File: config.mk
export PLATFORM = sky130hd
export DESIGN_NAME = kbd_fifo
export DESIGN_NICKNAME = d
export VERILOG_FILES = /design/src/rtl/kbd_fifo.sv
export SDC_FILE = /design/constraint.sdc
export NUM_CORES = 1
export LEC_CHECK = 0
export BUFFER_PORTS_ARGS = -buffer_cell sky130_fd_sc_hd__buf_2
export CORE_AREA = 2 2 109 111
export CTS_CLUSTER_SIZE = 16
export DETAILED_ROUTE_END_ITERATION = 10
export DIE_AREA = 0 0 111 113
export PLACE_DENSITY = 0.85
export SLEW_MARGIN = 30
export SYNTH_ARGS = -nofsm -noshare
export SYNTH_HDL_FRONTEND = slang
export SYNTH_SLANG_ARGS = --single-unit
File: constraint.sdc
create_clock -name clk_50mhz -period 3.2 [get_ports clk_50mhz]
set_clock_uncertainty 0.15 [all_clocks]
set_input_delay 0.16 -clock clk_50mhz [delete_from_list [all_inputs] [get_ports clk_50mhz]]
set_output_delay 0.16 -clock clk_50mhz [all_outputs]
set_load 0.01 [all_outputs]
File: src/rtl/kbd_fifo.sv
// Keyboard scan-code FIFO: a one-entry stage feeds a show-ahead FIFO that has a sticky overflow flag.
// Define KBD_ASCII_EN to translate set-2 make codes to ASCII in the stage. Unmapped codes become 0x00 and are dropped.
`timescale 1ns/1ps
module kbd_fifo #(
  parameter int DEPTH = 16,
  parameter int AW    = 4
) (
  input  logic          clk_50mhz,
  input  logic          reset,
  input  logic [7:0]    key_in,
  input  logic          rd_en,
  input  logic          clr_ovf,
  output logic [7:0]    data_out,
  output logic          empty,
  output logic          full,
  output logic [AW:0]   count,
  output logic          overflow
);

  localparam logic [AW:0] FULL_CNT = (AW+1)'(DEPTH);

  logic          stg_valid_q, stg_valid_d;
  logic [7:0]    stg_data_q, stg_data_d;
  logic [7:0]    xlat;
  logic [AW-1:0] wr_ptr_q, wr_ptr_d;
  logic [AW-1:0] rd_ptr_q, rd_ptr_d;
  logic [AW:0]   count_q, count_d;
  logic          overflow_q, overflow_d;
  logic [7:0]    mem_q [DEPTH];
  logic          wr_req, pop, wr_acc, drop;

  always_comb begin
`ifdef KBD_ASCII_EN
    xlat = 8'h00;
    case (key_in)
      8'h1C: xlat = 8'h61;  8'h32: xlat = 8'h62;  8'h21: xlat = 8'h63;
      8'h23: xlat = 8'h64;  8'h24: xlat = 8'h65;  8'h2B: xlat = 8'h66;
      8'h34: xlat = 8'h67;  8'h33: xlat = 8'h68;  8'h43: xlat = 8'h69;
      8'h3B: xlat = 8'h6A;  8'h42: xlat = 8'h6B;  8'h4B: xlat = 8'h6C;
      8'h3A: xlat = 8'h6D;  8'h31: xlat = 8'h6E;  8'h44: xlat = 8'h6F;
      8'h4D: xlat = 8'h70;  8'h15: xlat = 8'h71;  8'h2D: xlat = 8'h72;
      8'h1B: xlat = 8'h73;  8'h2C: xlat = 8'h74;  8'h3C: xlat = 8'h75;
      8'h2A: xlat = 8'h76;  8'h1D: xlat = 8'h77;  8'h22: xlat = 8'h78;
      8'h35: xlat = 8'h79;  8'h1A: xlat = 8'h7A;
      8'h45: xlat = 8'h30;  8'h16: xlat = 8'h31;  8'h1E: xlat = 8'h32;
      8'h26: xlat = 8'h33;  8'h25: xlat = 8'h34;  8'h2E: xlat = 8'h35;
      8'h36: xlat = 8'h36;  8'h3D: xlat = 8'h37;  8'h3E: xlat = 8'h38;
      8'h46: xlat = 8'h39;
      8'h29: xlat = 8'h20;  8'h5A: xlat = 8'h0D;  8'h66: xlat = 8'h08;
      default: xlat = 8'h00;
    endcase
`else
    xlat = key_in;
`endif
  end

  always_comb begin
    stg_valid_d = (key_in != 8'h00);
    stg_data_d  = xlat;

    wr_req = stg_valid_q && (stg_data_q != 8'h00);
    pop    = rd_en && (count_q != '0);
    // When the FIFO is full, a same-cycle pop frees the slot for the write.
    wr_acc = wr_req && ((count_q != FULL_CNT) || pop);
    drop   = wr_req && !wr_acc;

    wr_ptr_d = wr_acc ? wr_ptr_q + 1'b1 : wr_ptr_q;
    rd_ptr_d = pop    ? rd_ptr_q + 1'b1 : rd_ptr_q;

    count_d = count_q;
    case ({wr_acc, pop})
      2'b10:   count_d = count_q + 1'b1;
      2'b01:   count_d = count_q - 1'b1;
      default: count_d = count_q;
    endcase

    overflow_d = overflow_q;
    if (drop)         overflow_d = 1'b1;
    else if (clr_ovf) overflow_d = 1'b0;
  end

  always_ff @(posedge clk_50mhz or negedge reset) begin
    if (!reset) begin
      stg_valid_q <= 1'b0;
      stg_data_q  <= '0;
      wr_ptr_q    <= '0;
      rd_ptr_q    <= '0;
      count_q     <= '0;
      overflow_q  <= 1'b0;
    end else begin
      stg_valid_q <= stg_valid_d;
      stg_data_q  <= stg_data_d;
      wr_ptr_q    <= wr_ptr_d;
      rd_ptr_q    <= rd_ptr_d;
      count_q     <= count_d;
      overflow_q  <= overflow_d;
    end
  end

  // Storage has no reset: an entry is only visible while count covers it.
  always_ff @(posedge clk_50mhz) begin
    if (wr_acc) mem_q[wr_ptr_q] <= stg_data_q;
  end

  assign count    = count_q;
  assign empty    = (count_q == '0);
  assign full     = (count_q == FULL_CNT);
  assign overflow = overflow_q;
  assign data_out = empty ? 8'h00 : mem_q[rd_ptr_q];

endmodule

; Word-level counts from Yosys, hierarchy flattened
; Memory sizes are Yosys's and may differ from the RTL's.
; Cells that the tools add are included.
[classes]
n_addsub = 4
eq_ne = 4
muxes = 6
reduce_logical = 12
[ops]
columns = operator, count
row1 = 8-bit nonzero test, 2
row2 = 5-bit one-hot mux with 2 select lines, 1
row3 = "4-bit by 1-bit adder with 4-bit output, second input constant", 2
row4 = 8-bit two-way mux, 1
row5 = "5-bit by 1-bit adder with 5-bit output, second input constant", 1
row6 = "5-bit == test, second input constant", 1
row7 = 5-bit logical NOT, 1
row8 = "5-bit != test, second input constant", 1
row9 = 5-bit nonzero test, 1
row10 = "5-bit by 1-bit subtractor with 5-bit output, second input constant", 1
row11 = 1-bit logical AND, 4
row12 = 1-bit two-way mux, 4
row13 = 2-bit nonzero test, 2
row14 = "2-bit by 1-bit == test with 1-bit output, second input constant", 1
row15 = "2-bit == test, second input constant", 1
row16 = 1-bit logical NOT, 1
row17 = 1-bit logical OR, 1
[totals]
register_bits = 23
ramBits = 128
in_bits = 12
out_inout_bits = 16
wordCells = 33
memories = 1
[mem_list]
columns = memory, depth, word_bits, rd, rd_ports_with_merged_regs, write_ports, line_no
row1 = mem_q, 16, 8, 1, 0, 1, 29  ; logic [7:0] mem_q [DEPTH];

; Logic depth before layout (Yosys ltp)
; Gate-level depths: netlist (run 1).
[depth]
ltp_word = 7
depth_mapped = 13
depth_no_buf = 11

; Worst setup path before layout (run 1)
; No wires, ideal clock.
[synth_path]
path_type = register -> register
start = register count_q[1], in the netlist count[1]
end = register count_q[4], in the netlist count[4]
setup_ps = 127
t_arrival_ps = 2719
required_time_ps = 2923
slack_ps = 203
stages_incl_launch_ff = 14
path_buffers = 2
period_less_slack_ps = 2997
path_cell_list = dfrtp_1 -> buf_6 -> or4_4 -> nor3_4 -> nor2_2 -> inv_1 -> ha_1 -> clkbuf_1 -> xor2_1 -> ha_1 -> and3b_1 -> o21ai_0 -> a21oi_1 -> xnor2_1
[synth_via]
elab_chain_cells = 6
elab_cells_between_ends = 11
classes_between = add/sub (2) / eq/ne (3) / mux (1) / reduce/logical (5)
[synth_rtl]
columns = element, line_no
row1 = start: declaration, 27  ; logic [AW:0] count_q, count_d;
row2 = start signal: assignment, 95  ; count_q <= count_d;
row3 = 5-bit nonzero test, 62  ; pop = rd_en && (count_q != '0);
row4 = 1-bit logical AND, 62
row5 = 1-bit logical OR, 64  ; wr_acc = wr_req && ((count_q != FULL_CNT) || pop);
row6 = 1-bit logical AND, 64
row7 = 2-bit by 1-bit == test with 1-bit output or 2-bit == test (tied branches), 71  ; case ({wr_acc, pop})
row8 = 5-bit one-hot mux with 2 select lines or 2-bit nonzero test (tied branches), -
; Parallel ways exist; a longest one is shown, timed or not.
; A chain may end at the register's enable or synchronous reset.

; Worst setup path in the final report (run 1)
; Ends and elaborated chain as after synthesis.

==> results of run 1 <==
-- cell families after synthesis --
family,count (synthesis),share of synthesized area [%]
flops,151,72.8
mux,51,15.1
simple gates,42,4.89
buf+inv,22,1.61
compound gates,19,2.00
xor+xnor,13,1.88
fa+ha+maj,8,1.65
-- through the flow --
step	utilization, %	total power (W)	setup slack (ns)
after floorplan	-	0.00419	0.203
after global placement	57.1	0.00474	0.236
after detailed placement	57.1	0.00483	0.0488
after CTS	63.1	0.00677	0.0359
after global routing	63.3	0.00703	0.0353
final	63.3	0.00672	0.241
-- report_power, final --
part	internal (W)	switching, W	leakage, nW
registers	0.00256	0.000299	1.43
logic	0.000940	0.00101	0.833
clock network	0.00109	0.000820	0.270
total	0.00459	0.00213	2.53
-- path summary, 6_finish.rpt --
path / slack (ns) / endpoint / from
setup / recovery: 0.24 / count[4]$_DFFE_PN0P_ / count[1]$_DFFE_PN0P_
hold / removal: 0.09 / count[0]$_DFFE_PN0P_ / reset
setup reg to reg: 0.24 / count[4]$_DFFE_PN0P_ / count[1]$_DFFE_PN0P_
hold reg to reg: 0.39 / rd_ptr_q[1]$_DFFE_PN0P_ / rd_ptr_q[1]$_DFFE_PN0P_
max in group asynchronous: 2.45 / rd_ptr_q[3]$_DFFE_PN0P_ / reset
min in group clk_50mhz: 0.25 / stg_data_q[1]$_DFF_PN0_ / key_in[1]
-- layout by cell type (no fill, tap or decap), drive strengths merged, types with 2 or more instances in the layout --
cell type and instances:
o21ai 3, nand2 4, and3b 2, nor2 3
inv 13, nor4 3, mux2i 16, or4 3
mux2 3, xor2 8, ha 8, edfxtp 128
dfrtp 23, nor3 2, o22ai 8, clkbuf 17
xnor2 5, and2 8, dlygate4sd3 11, and4 4
clkinv 3, buf 43, a21oi 4, mux4 32
nor4b 7, clkinvlp 3, nand2b 2
-- state kept, by name, summed over array words and instances, names as in the netlist --
register,cells
rd_ptr_q,4
stg_data_q,8
stg_valid_q,1
mem_q,128
count,5
overflow,1
wr_ptr_q,4
-- worst max-delay path, stage by stage, from the launching register on --
cell and delay (ns):
dfrtp_1 0.47, or4_4 0.60, nor3_4 0.22, nor2_2 0.13, inv_2 0.14, ha_4 0.20
xor2_1 0.18, ha_1 0.21, inv_1 0.07, a32oi_1 0.22, a21oi_1 0.12, xnor2_1 0.13
-- routing by layer --
layer | global-route usage (%) | routed length [um] | up-vias
met5 | 0 | 0 | -
met4 | 6.92 | 257 | 0
met3 | 5.20 | 843 | 17
met2 | 32.9 | 5910 | 146
met1 | 27.0 | 4730 | 1604
li1 | - | - | 1351
-- layout make-up --
cell class,count,share of cell area (%)
clock buffer,17,5.96
clock inverter,14,2.00
inverter,6,0.316
multi-input combinational,133,21.9
sequential,151,62.0
tap,143,2.51
timing repair buffer,54,5.30
-- what timing repair did --
action	in CTS	in global routing
endpoints found under the hold margin	33	0
gates resized for setup	0	3
endpoints found under the setup margin	0	2
hold buffers	11	0
==> impl_metrics.env, run 1 <==
export IMPL_status="finished clean"
export IMPL_grt_overflow=0
export IMPL_ys_seq_area_share_pct=72.8
export IMPL_yosysTopAreaCellShare_pct=63.4
export IMPL_synth_nets=326
export IMPL_grt_setup_unrepaired="false"
export IMPL_hpwl_mm=7.20
export IMPL_yosys_warnings=0
export IMPL_clock_path_buffers=2
export IMPL_dieArea_sq_um=12500
export IMPL_critPathKind="flop to flop"
export IMPL_viasPerCell=6.02
export IMPL_vdd_ir_drop_worst_v=0.000529
export IMPL_cts_buffers=17
export IMPL_r2r_cells=11
export IMPL_clk_pin_slew_worst_paths_ns=0.06
export IMPL_hp_class="input pin to async pin"
export IMPL_drive_gt1_share_pct=31.2
export IMPL_cp_data_required_time_ns=3.34
export IMPL_period_minus_slack_ns=2.96
export IMPL_htreeDepth=4
export IMPL_cts_sinks=151
export IMPL_fin_nets=383
export IMPL_async_flop_share_pct=15.2
export IMPL_critical_path_startpoint_type="flop"
export IMPL_post_cts_setup_buffer_count=0
export IMPL_core_sq_um=11300
export IMPL_setup_tns_ns=0
export IMPL_grt_pass1_vias=3188
export IMPL_first_pass_iters=5
export IMPL_ys_ff_latch=151
export IMPL_grt_pass1_wl_mm=18.3
export IMPL_fin_cells=518
export IMPL_ys_top_cells_by_area="edfxtp_1 63%, mux4_2 12%, dfrtp_1 9.5%"
export IMPL_n_fill_cell=737
export IMPL_vias=3118
export IMPL_dp_cells=476
export IMPL_cp_end_kind="flop"
export IMPL_rows=39
export IMPL_finalSetupViolCount=0
export IMPL_ios=28
export IMPL_power_leakage_nw=2.53
export IMPL_hold_ws_ns=0.0867
export IMPL_slew_violations=0
export IMPL_die_x_um=111
export IMPL_final_area_sq_um=7130
export IMPL_maxCapViolations=0
export IMPL_tightest_slew_ns=0.683
export IMPL_clock_fmax_mhz=338
export IMPL_synth_cell_types=39
export IMPL_final_seq_area_sq_um=4420
export IMPL_hold_viol=0
export IMPL_synth_top_area_cell="edfxtp_1"
export IMPL_ys_flop_type="edfxtp_1"
export IMPL_clk_latency_ns=0.41
export IMPL_antenna_found_initial=0
export IMPL_die_h_um=113
export IMPL_relSlewSlack_pct=54.4
export IMPL_grtUsageTotal_pct=20.2
export IMPL_routed_wl_mm=11.7
export IMPL_worstPathMaxFanout=9
export IMPL_power_density_nw_per_um2=942
export IMPL_drc=0
export IMPL_initial_utilization_pct=53.8
export IMPL_place_area_sq_um=6440
export IMPL_area_growth_pct=17.6
export IMPL_num_antenna_cells=0
export IMPL_post_route_period_util_pct=92.5
export IMPL_drt_iter0_drc=284
export IMPL_postSynthCellCount=306
export IMPL_yosys_top_cells_count="128 x edfxtp_1, 32 x mux4_2, 23 x dfrtp_1"
export IMPL_gp_congestion=0.799
export IMPL_cts_root_buf="clkbuf_16"
export IMPL_synth_edff_count=128
export IMPL_multi_input_area_sq_um=1560
export IMPL_grt_max_degree=34
export IMPL_antenna_left=0
export IMPL_critPathArrivalTime_ns=3.10
export IMPL_avgRoutedWirePerCell_um=22.7
export IMPL_avgSynthCellArea_sq_um=19.8
export IMPL_cts_tree="done"
export IMPL_netlist_area_sq_um=6070
export IMPL_port_buffers=27
export IMPL_synth_most_common_cell="edfxtp_1"
(Power assumes the default switching activity.)
==> run 2, diff against run 1 <==
- BUFFER_PORTS_ARGS: -buffer_cell sky130_fd_sc_hd__buf_2 -> -buffer_cell sky130_fd_sc_hd__buf_4
==> run 2 against run 1 <==
Register-to-register slack got worse by 0.06 ns. Non-clock buffer count increased by 1. Routed wire length increased by 11%.
==> impl_metrics.env, run 2 (synthesis gave the netlist of run 1 again) <==
export IMPL_status="finished clean"
export IMPL_critical_path_startpoint_type="flop"
export IMPL_antenna_left=0
export IMPL_hold_ws_ns=0.0278
export IMPL_period_minus_slack_ns=3.02
export IMPL_crit_start="count[1]$_DFFE_PN0P_"
export IMPL_ios=28
export IMPL_area_growth_pct=20.1
export IMPL_htreeDepth=4
export IMPL_finalSetupViolCount=0
export IMPL_largest_register_ffs=128
export IMPL_avgRoutedWirePerCell_um=25.1
export IMPL_endpoint="count[4]$_DFFE_PN0P_"
export IMPL_clk_latency_ns=0.42
export IMPL_vdd_ir_drop_worst_v=0.000588
export IMPL_multi_input_area_sq_um=1560
export IMPL_slowest_stage="or4_4"
export IMPL_post_route_period_util_pct=94.4
export IMPL_grt_pass1_wl_mm=20.2
export IMPL_grt_setup_unrepaired="false"
export IMPL_cp_end_kind="flop"
export IMPL_grt_pass1_vias=3366
export IMPL_gp_congestion=0.865
export IMPL_grt_max_degree=24
export IMPL_tightest_slew_ns=0.943
export IMPL_drc=0
export IMPL_r2r_cells=11
export IMPL_relSlewSlack_pct=37.2
export IMPL_cp_slowest_stage_delay_ns=0.61
export IMPL_vias=3181
export IMPL_cts_root_buf="clkbuf_16"
export IMPL_fin_nets=384
export IMPL_first_pass_iters=5
export IMPL_cp_data_required_time_ns=3.39
export IMPL_num_antenna_cells=0
export IMPL_grtUsageTotal_pct=22.3
export IMPL_hold_viol=0
export IMPL_antenna_found_initial=0
export IMPL_critPathArrivalTime_ns=3.21
export IMPL_clk_pin_slew_worst_paths_ns=0.06
export IMPL_power_density_nw_per_um2=985
export IMPL_cts_sinks=151
export IMPL_cts_tree="done"
export IMPL_die_x_um=111
export IMPL_crit_chain="or4_4 -> nor3_4 -> nor2_2 -> inv_2 -> ha_4 -> xor2_1 -> ha_1 -> and3b_1 -> o21ai_0 -> a21oi_1 -> xnor2_1"
export IMPL_worstPathMaxFanout=9
export IMPL_largest_register="mem_q"
export IMPL_rrSetupSlack_ns=0.18
export IMPL_grtUsageMet1_pct=29.7
export IMPL_hpwl_mm=7.75
export IMPL_worstReg2RegEnd="count[4]$_DFFE_PN0P_"
export IMPL_post_cts_setup_buffer_count=0
export IMPL_place_area_sq_um=6520
export IMPL_core_sq_um=11300
export IMPL_final_area_sq_um=7290
export IMPL_dieArea_sq_um=12500
export IMPL_power_leakage_nw=2.60
export IMPL_setup_tns_ns=0
export IMPL_slew_violations=0
export IMPL_hp_class="input pin to async pin"
export IMPL_r2r_start="count[1]$_DFFE_PN0P_"
export IMPL_die_h_um=113
export IMPL_drt_iter0_drc=287
export IMPL_grt_busiest_layer="met2"
export IMPL_n_fill_cell=728
export IMPL_final_common_cell="edfxtp_1"
export IMPL_clock_fmax_mhz=331
export IMPL_maxCapViolations=0
export IMPL_drive_gt1_share_pct=31.0
export IMPL_cts_buffers=17
export IMPL_viasPerCell=6.12
export IMPL_final_seq_area_sq_um=4420
export IMPL_routed_wl_mm=13.1
export IMPL_clock_path_buffers=2
export IMPL_mostFrequentLayoutCells="128 x edfxtp_1, 43 x buf_4, 32 x mux4_2, 22 x dfrtp_1, 17 x clkbuf_16"
export IMPL_grt_overflow=0
export IMPL_critPathKind="flop to flop"
export IMPL_port_buffers=27
export IMPL_rows=39
export IMPL_use_met2_pct=37.3
export IMPL_grt_use_met3_pct=5.09
export IMPL_initial_utilization_pct=53.8
==> run 2: metrics by stage <==
step	std cells	util (%)	setup WS, ns	total power [W]
2_1_floorplan	306	-	0.203	0.00419
3_3_place_gp	477	57.8	0.238	0.00487
3_5_place_dp	477	57.8	0.0610	0.00498
4_1_cts	520	64.5	0.0413	0.00723
5_1_grt	520	64.6	0.0192	0.00746
6_report	520	64.6	0.179	0.00718
==> run 2: routing by layer <==
layer / routed length, um / vias to the layer above
met5: 0 / -
met4: 197 / 0
met3: 605 / 17
met2: 6850 / 124
met1: 5420 / 1685
li1: - / 1355
==> run 2: layout make-up <==
cell class                 instances  area share, %
clock inverter                    14           3.02
clock buffer                      18           5.89
sequential                       151           60.7
inverter                           6          0.309
timing repair buffer              55           6.22
multi-input combinational        133           21.4
tap                              143           2.46
==> run 2: worst min path at each step <==
stage,depth (start not counted),end,startpoint,slack [ns]
floorplan,0,count[0]$_DFFE_PN0P_,reset,-0.29
global placement,1,overflow$_DFFE_PN0P_,reset,-0.08
detailed placement,1,count[3]$_DFFE_PN0P_,reset,-0.08
CTS,2,stg_data_q[1]$_DFF_PN0_,reset,0.02
global route,2,overflow$_DFFE_PN0P_,reset,0.04
finish,2,count[3]$_DFFE_PN0P_,reset,0.03
==> run 2: critical path: cells and delay by family (launching register included) <==
family	cells	cell delay, ns
buf+inv	1	0.15
flops	1	0.48
compound gates	2	0.28
fa+ha+maj	2	0.42
simple gates	4	1.16
xor+xnor	2	0.30
==> run 2: timing repair <==
action / CTS / global route
resized for setup: 0 / 3
endpoints found under the setup margin: 0 / 2
endpoints found under the hold margin: 33 / 0
hold buffers: 11 / 0
==> run 2: report_power, final <==
part | internal [W] | switching (W)
Clock | 0.00139 | 0.000794
Combinational | 0.00104 | 0.00112
Sequential | 0.00256 | 0.000270
Total | 0.00500 | 0.00218
==> run 3, diff against run 2 <==
- CORE_AREA: 2 2 109 111 -> 2 2 120 122
- DIE_AREA: 0 0 111 113 -> 0 0 122 124
- PLACE_DENSITY: 0.85 -> 0.74
==> run 3 against run 2 <==
Combinational power shrank 2%. Utilization fell by 12 points. Flip-flop and latch count unchanged. Routed wire length down 11%. Fmax rose by 1.7%. Count of clock-buffer cells in the layout is 1 higher. Power decreased by 5.1%. Critical path type unchanged. Largest cell class unchanged. Largest power group unchanged.
==> impl_metrics.env, run 3 (synthesis gave the netlist of run 1 again) <==
export IMPL_antenna_left=0
export IMPL_p_clk_share_pct=28.0
export IMPL_p_int_w=0.00473
export IMPL_hpwl_mm=7.32
export IMPL_cts_buffers=17
export IMPL_drc=0
export IMPL_finalSetupViolCount=0
export IMPL_num_antenna_cells=0
export IMPL_pwr_share_seq_pct=41.0
export IMPL_final_common_cell="edfxtp_1"
export IMPL_n_fill_cell=1077
export IMPL_power_density_nw_per_um2=942
export IMPL_p_sw_w=0.00208
export IMPL_cp_slowest_stage_delay_ns=0.60
export IMPL_rrSetupSlack_ns=0.23
export IMPL_relSlewSlack_pct=50.2
export IMPL_swShare_pct=30.6
export IMPL_path_delay_family="simple AND/OR/NAND/NOR gates"
export IMPL_crit_chain="or4_4 -> nor3_4 -> nor2_2 -> inv_2 -> ha_4 -> xor2_1 -> ha_1 -> and3b_1 -> o21ai_0 -> a21oi_1 -> xnor2_1"
export IMPL_cp_num_cells=11
export IMPL_final_area_sq_um=7240
export IMPL_place_area_sq_um=6550
export IMPL_cp_data_required_time_ns=3.39
export IMPL_dp_slack_ns=0.0126
export IMPL_post_cts_setup_buffer_count=0
export IMPL_drive_gt1_share_pct=29.6
export IMPL_initial_utilization_pct=44.2
export IMPL_vdd_ir_drop_worst_v=0.000485
export IMPL_avgRoutedWirePerCell_um=20.9
export IMPL_area_growth_pct=19.3
export IMPL_largest_register="mem_q"
export IMPL_ios=28
export IMPL_first_pass_iters=4
export IMPL_critPathArrivalTime_ns=3.16
export IMPL_clock_fmax_mhz=337
export IMPL_slew_violations=0
export IMPL_critical_path_startpoint_type="flop"
export IMPL_setup_tns_ns=0
export IMPL_antenna_found_initial=0
export IMPL_gp_congestion=0.846
export IMPL_r2r_cells=11
export IMPL_clock_path_buffers=2
export IMPL_routed_wl_mm=11.6
export IMPL_r2r_start="count[1]$_DFFE_PN0P_"
export IMPL_viasPerCell=5.48
export IMPL_power_leakage_nw=2.55
export IMPL_clk_latency_ns=0.41
export IMPL_clk_pin_slew_worst_paths_ns=0.06
export IMPL_grt_setup_unrepaired="false"
export IMPL_grt_pass1_vias=3126
export IMPL_cts_sinks=151
export IMPL_die_h_um=124
export IMPL_post_route_period_util_pct=92.8
export IMPL_vias=3043
export IMPL_rows=43
export IMPL_worst_path_buf_inv=1
export IMPL_dieArea_sq_um=15100
export IMPL_cts_tree="done"
export IMPL_drt_iter0_drc=275
export IMPL_p_comb_share_pct=31.0
export IMPL_grt_overflow=0
export IMPL_hold_viol=0
export IMPL_core_sq_um=13700
export IMPL_hp_class="input pin to async pin"
export IMPL_grt_max_degree=34
export IMPL_port_buffers=27
export IMPL_grt_pass1_wl_mm=18.2
export IMPL_fin_nets=383
export IMPL_setup_slack_ns=0.231
export IMPL_tightest_slew_ns=0.736
export IMPL_maxCapViolations=0
export IMPL_period_minus_slack_ns=2.97
export IMPL_cp_end_kind="flop"
export IMPL_mostFrequentLayoutCells="128 x edfxtp_1, 42 x buf_4, 32 x mux4_2, 22 x dfrtp_1, 17 x clkbuf_16"
export IMPL_status="finished clean"
export IMPL_largest_register_ffs=128
export IMPL_cts_root_buf="clkbuf_16"
export IMPL_critPathKind="flop to flop"
export IMPL_die_x_um=122
export IMPL_htreeDepth=4
export IMPL_worstPathMaxFanout=9
export IMPL_slowest_stage="or4_4"
export IMPL_worstReg2RegEnd="count[4]$_DFFE_PN0P_"
export IMPL_grtUsageTotal_pct=17.0
run 3: worst max path at each step:
stage	slack (ns)	startpoint	end
floorplan	0.20	count[1]$_DFFE_PN0P_	count[4]$_DFFE_PN0P_
global placement	0.23	count[1]$_DFFE_PN0P_	count[4]$_DFFE_PN0P_
detailed placement	0.01	count[1]$_DFFE_PN0P_	count[4]$_DFFE_PN0P_
CTS	0.01	count[1]$_DFFE_PN0P_	count[4]$_DFFE_PN0P_
global route	0.05	count[1]$_DFFE_PN0P_	count[4]$_DFFE_PN0P_
finish	0.23	count[1]$_DFFE_PN0P_	count[4]$_DFFE_PN0P_
run 3: per-stage QoR:
step / instances / hold slack, ns / utilization (%) / power [W]
final: 555 / 0.0171 / 52.7 / 0.00681
after global routing: 555 / 0.0385 / 52.7 / 0.00714
after CTS: 555 / 0.0191 / 52.6 / 0.00686
after detailed placement: 513 / -0.0804 / 47.8 / 0.00496
after global placement: 513 / -0.0845 / 47.8 / 0.00488
after floorplan: 306 / -0.286 / - / 0.00419
run 3: timing repair:
action / in CTS / in global routing
endpoints found under the hold margin: 33 / 0
endpoints found under the setup margin: 0 / 2
hold buffers: 11 / 0
resized for setup: 0 / 3
run 3: routing by layer:
metal | part of all wire (%) | vias up | global-route usage (%)
li1 | - | 1355 | -
met1 | 45 | 1586 | 23.8
met2 | 48 | 90 | 26.2
met3 | 5.8 | 12 | 4.81
met4 | 1.1 | 0 | 5.17
met5 | 0 | - | 0
run 3: area by class of cell:
type / count / area, sq um / area share [%]
Clock inverter: 12 / 126 / 1.75
Sequential cell: 151 / 4420 / 61.1
Clock buffer: 19 / 433 / 5.98
Inverter: 6 / 22.5 / 0.311
Multi-Input combinational cell: 133 / 1560 / 21.6
Tap cell: 180 / 225 / 3.11
Timing Repair Buffer: 54 / 445 / 6.16
run 3: power groups by stage:
stage | Clock (W) | Sequential, W | Combinational (W)
after global placement | 0 | 0.00280 | 0.00208
after global routing | 0.00202 | 0.00284 | 0.00228
final | 0.00191 | 0.00279 | 0.00211
after CTS | 0.00192 | 0.00279 | 0.00214
after detailed placement | 0 | 0.00283 | 0.00213
after floorplan | 0 | 0.00272 | 0.00148
